### config.mk
export PLATFORM = sky130hd
export DESIGN_NAME = muldiv_sequencer
export DESIGN_NICKNAME = d
export VERILOG_FILES = /design/src/rtl/muldiv_sequencer.sv
export SDC_FILE = /design/constraint.sdc
export NUM_CORES = 1
export LEC_CHECK = 0
export ABC_AREA = 0
export CAP_MARGIN = 10
export CORE_AREA = 10 10 47 49
export CTS_BUF_LIST = sky130_fd_sc_hd__clkbuf_16
export DETAILED_ROUTE_END_ITERATION = 8
export DIE_AREA = 0 0 57 59
export GPL_TIMING_DRIVEN = 0
export PLACE_DENSITY = 0.77
export SLEW_MARGIN = 20
export SYNTH_ARGS = -nofsm -noshare
export SYNTH_HDL_FRONTEND = slang
export SYNTH_SLANG_ARGS = --single-unit
### constraint.sdc
create_clock -name clk -period 3.3 [get_ports clk]
set_input_delay 0.66 -clock clk [delete_from_list [all_inputs] [get_ports clk]]
set_output_delay 0.66 -clock clk [all_outputs]
set_load 0.005 [all_outputs]
### src/rtl/muldiv_sequencer.sv
`default_nettype none
// ============================================================================
// Module   : muldiv_sequencer
// Brief    : Load/step/write sequencer for the shared multiplier/divider.
// Revision : 1.0 - initial release
// ============================================================================
module muldiv_sequencer #(
  parameter int ITERS = 32
) (
  input  logic clk,
  input  logic reset,
  input  logic start_mult,
  input  logic start_div,
  input  logic divisor_zero,
  output logic mloadab,
  output logic mult,
  output logic dloadab,
  output logic div,
  output logic muxhigh,
  output logic muxlow,
  output logic highwrite,
  output logic lowwrite,
  output logic busy,
  output logic done,
  output logic divzero
);

  typedef enum logic [2:0] {
    IDLE  = 3'd0,
    LOAD  = 3'd1,
    CALC  = 3'd2,
    WRITE = 3'd3,
    DZERO = 3'd4
  } state_t;

  localparam logic [5:0] C_LAST = 6'(ITERS - 1);

  state_t     state_q, state_d;
  logic [5:0] cnt_q, cnt_d;
  logic       is_div_q, is_div_d;

  always_ff @(posedge clk) begin
    if (reset) begin
      state_q  <= IDLE;
      cnt_q    <= 6'd0;
      is_div_q <= 1'b0;
    end else begin
      state_q  <= state_d;
      cnt_q    <= cnt_d;
      is_div_q <= is_div_d;
    end
  end

  always_comb begin
    state_d   = state_q;
    cnt_d     = cnt_q;
    is_div_d  = is_div_q;
    mloadab   = 1'b0;
    mult      = 1'b0;
    dloadab   = 1'b0;
    div       = 1'b0;
    muxhigh   = 1'b0;
    muxlow    = 1'b0;
    highwrite = 1'b0;
    lowwrite  = 1'b0;
    done      = 1'b0;
    divzero   = 1'b0;
    busy      = (state_q != IDLE);

    case (state_q)
      IDLE: begin
        // Multiply has priority; a simultaneous divide request is dropped.
        if (start_mult) begin
          state_d  = LOAD;
          is_div_d = 1'b0;
        end else if (start_div) begin
          if (divisor_zero) begin
            state_d = DZERO;
          end else begin
            state_d  = LOAD;
            is_div_d = 1'b1;
          end
        end
      end
      LOAD: begin
        mloadab = ~is_div_q;
        dloadab = is_div_q;
        cnt_d   = 6'd0;
        state_d = CALC;
      end
      CALC: begin
        mult  = ~is_div_q;
        div   = is_div_q;
        cnt_d = cnt_q + 6'd1;
        if (cnt_q == C_LAST) begin
          state_d = WRITE;
        end
      end
      WRITE: begin
        highwrite = 1'b1;
        lowwrite  = 1'b1;
        muxhigh   = is_div_q;
        muxlow    = is_div_q;
        done      = 1'b1;
        state_d   = IDLE;
      end
      DZERO: begin
        divzero = 1'b1;
        state_d = IDLE;
      end
      default: begin
        state_d = IDLE;
      end
    endcase
  end

endmodule
`default_nettype wire

Word level (Yosys, flattened, before mapping):

Cells that the tools add are included.

* $add $sub $neg: 1
* eq/ne operators: 8
* mux-type cells: 16
* bitwise operators: 1
* reductions and logical operators: 6

Operators with widths (number)
* two-way mux 3 bit: 4
* case mux 6 bit (2 select lines): 1
* two-way mux 1 bit: 10
* case mux 3 bit (3 select lines): 1
* adder 6 x 1 -> 6 bit, second input constant: 1
* == test 3 x 2 -> 1 bit, second input constant: 2
* == test 6 x 5 -> 1 bit, second input constant: 1
* != test 2 bit, second input constant: 2
* nonzero test 2 bit: 2
* == test 3 x 1 -> 1 bit, second input constant: 1
* == test 3 bit, second input constant: 1
* zero test 3 bit: 1
* != test 3 bit, second input constant: 1
* AND reduction 3 bit: 1
* nonzero test 3 bit: 1
* AND reduction 2 bit: 1
* inverter 1 bit: 1

* register bits: 10
* input bits: 5
* logic and storage cells: 35

Depth between registers and ports, before layout:

* depth after elaboration: 4
* depth in mapped cells: 5
* mapped depth without buffers: 4

Least setup slack after synthesis:

Ideal clock, no wire load.

* path kind: register -> output
* from: register state_q[0]
* to: output highwrite
* arrival: 0.985 ns
* required time: 2.640 ns
* setup slack: 1.655 ns
* stages on the path, launching flop included: 6
* path buffers: 3
* cells stage by stage: dfxtp_1 buf_6 buf_2 inv_1 nor2_1 buf_4

* longest elaborated chain between the ends: 2

Ends and longest elaborated chain
* from (decl): line 38 `state_t state_q, state_d;`
* from (signal assigned): line 48 `state_q <= state_d;`
* == test 3 x 2 -> 1 bit
* two-way mux 1 bit
* to (decl): line 21 `output logic highwrite,`

Every way passes these cells.

Final worst setup path:

* from: register state_q[0]
* to: output lowwrite

* longest elaborated chain between the ends: 2

Ends and longest elaborated chain
* == test 3 x 2 -> 1 bit: line 70 `case (state_q)`
* two-way mux 1 bit: line 70
* to (decl): line 22 `output logic lowwrite,`

Every way passes these cells.

==> results.json <==
{
  "status": "finished, final reports clean",
  "yosysMostFrequentCell": "dfxtp_1",
  "path_delay_family": "buffers and inverters",
  "globalplace.congestion": 0.760,
  "synthDistinctLibCells": 37,
  "fin_crit_sh_pct": 74.2,
  "post_cts_buffers": 0,
  "syn_area_per_cell_um2": 7.73,
  "nNetsFinal": 109,
  "yosys_warnings": 0,
  "io_pins": 16,
  "grt-ovfl-total": 0,
  "setup_viol": 0,
  "netlist_instances": 83,
  "synth_nets": 89,
  "p_leak_uw": 0.000349,
  "holdPathEnd": "cnt_q[1]",
  "chipWidth_um": 57,
  "yosys.area.top_type": "dfxtp_1",
  "yosys-top-cells-area": "dfxtp_1, a21oi_1, buf_4",
  "r2r-end": "cnt_q[4]",
  "cpPeakStageDelay_ns": 0.49,
  "place_area_um2": 812,
  "drcViolationCount": 0,
  "slowest_stage": "clkdlybuf4s50_1",
  "clk_latency_ns": 0.24,
  "area_growth_pct": 38.2,
  "core_area_um2": 1400,
  "ir_drop_v": 0.000309,
  "grt_start_max_net_pins": 11,
  "max_clock_freq_mhz": 408,
  "ys_seq_area_share_pct": 31.2,
  "drive_above_1_share_pct": 11.9,
  "critPathKind": "flop to output port",
  "rows": 14,
  "rrSetupSlack_ns": 1.96,
  "tightestPinTransition_ns": 0.475,
  "antenna_found_initial": 0,
  "cts_hold_buffers": 0,
  "ant_nets": 0,
  "vias_per_cell": 5.66,
  "h-tree-depth": 1,
  "async_flop_share_pct": 0,
  "die_h_um": 59,
  "wl_per_cell_um": 14.3,
  "fin_setup_tns_ns": 0,
  "n_antenna_cell": 0,
  "path_clk_slew_ns": 0.04,
  "end_kind": "output port",
  "hold_depth": 2,
  "skew_ns": 0.00218,
  "power.density_nw_per_um2": 521,
  "grt_pass1_vias": 639,
  "cts.sink_count": 10,
  "crit_chain": "buf_6 > buf_2 > inv_1 > nor2_1 > buf_4 > clkdlybuf4s50_1",
  "synthFlopType": "dfxtp_1",
  "cp.depth": 6,
  "slew_violations": 0,
  "path_buf_inv": 5,
  "synth_top_area_share_pct": 31.2,
  "ys_ff_latch": 10,
  "portBuffers": 15,
  "hold_class": "flop to flop",
  "synthesis.area_um2": 642,
  "drt_iter0_drc": 14,
  "cts_buffer_depth": 2,
  "cp_max_fo": 10,
  "grt_pass1_wl_um": 2760,
  "cts-resized-gates": 0,
  "r2r_cells": 4,
  "timing.slew.headroom_pct": 68.3,
  "vias": 662,
  "design_area_um2": 887,
  "min_period_ns": 2.45,
  "start_util_pct": 45.8,
  "hold_viol": 0,
  "numCtsBuffers": 3,
  "dieArea_um2": 3360,
  "cts_root_buffer": "clkbuf_16",
  "dp_hpwl_um": 1220,
  "wl_um": 1670,
  "crit_arrival_ns": 1.79,
  "grt_usage_pct": 10.2,
  "crit_required_ns": 2.64,
  "hp-start": "cnt_q[1]",
  "critPathLaunchType": "flop",
  "fin_cells": 117,
  "dr.pass1.iters": 4,
  "postLayoutCoreUtil_pct": 63.3,
  "crit-reg2reg-launch": "cnt_q[0]",
  "dp_cells": 114,
  "cts_tree": "built",
  "synthTopCellsByCount": "dfxtp_1, nand2_1, a21oi_1, nor2_1, o21ai_0",
  "synth_edf_count": 0,
  "rsz0062_at_grt": "false",
  "drv_cap": 0
}
## worst max path at each step
| stage | startpoint | to |
|---|---|---|
| after floorplan | state_q[0] | highwrite |
| after global placement | state_q[0] | lowwrite |
| after detailed placement | state_q[0] | lowwrite |
| after CTS | state_q[0] | lowwrite |
| after global routing | state_q[0] | lowwrite |
| final | state_q[0] | lowwrite |
## final cells by class
class	instances	area, um^2
Fill cell	139	514
Multi-Input combinational cell	60	367
Sequential cell	10	200
Timing Repair Buffer	15	150
Clock buffer	3	75.1
Buffer	9	60.1
Tap cell	16	20.0
Inverter	4	15.0
## per-stage QoR
step,hold WS [ns],power [uW],setup WS (ns)
floorplan,0.472,205,1.66
global placement,0.496,247,1.12
detailed placement,0.497,249,1.10
CTS,0.504,466,0.834
global route,0.522,482,0.710
finish,0.510,462,0.852
## worst reg2reg max path: stages, from the launching register on
cell	delay, ns
dfxtp_1	0.35
ha_1	0.24
and3_1	0.21
a211o_1	0.30
a31oi_1	0.16
## kinds of logic after synthesis
family	after synthesis	synth area share, %
XOR/XNOR	1	1.36
AO/OA/AOI/OAI	21	20.9
adder cells (fa/ha/maj)	1	1.95
AND/OR/NAND/NOR	37	32.9
flip-flops	10	31.2
buffers and inverters	13	11.7
## metal layers
metal	up-vias	share of wire, %	track usage, %
met4	0	2.7	7.05
met2	23	43	15.3
met3	5	7.4	4.51
met1	300	47	11.4
met5	-	0	0
li1	334	-	-
## layout by cell type (no fill, tap or decap), types with 3 or more instances in the layout
master and instances:
nand2_1 7, nor3b_1 3, dfxtp_1 10, clkdlybuf4s50_1 15
clkbuf_16 3, buf_2 3, nor2b_1 3, nor2_1 5
a21oi_1 6, nor3_1 4, inv_1 4, o21ai_0 5
buf_4 4
## report_power, final
| group | internal [uW] | total, uW | switching [uW] |
|---|---|---|---|
| registers | 129 | 138 | 8.81 |
| logic | 53.7 | 109 | 55.8 |
| clock network | 157 | 215 | 57.3 |
| total | 340 | 462 | 122 |
## sequential cells by signal (all words and copies together) (netlist names)
signal and flops:
cnt_q 6, state_q 3, is_div_q 1
Note: power is estimated with default switching activity, not from simulation.
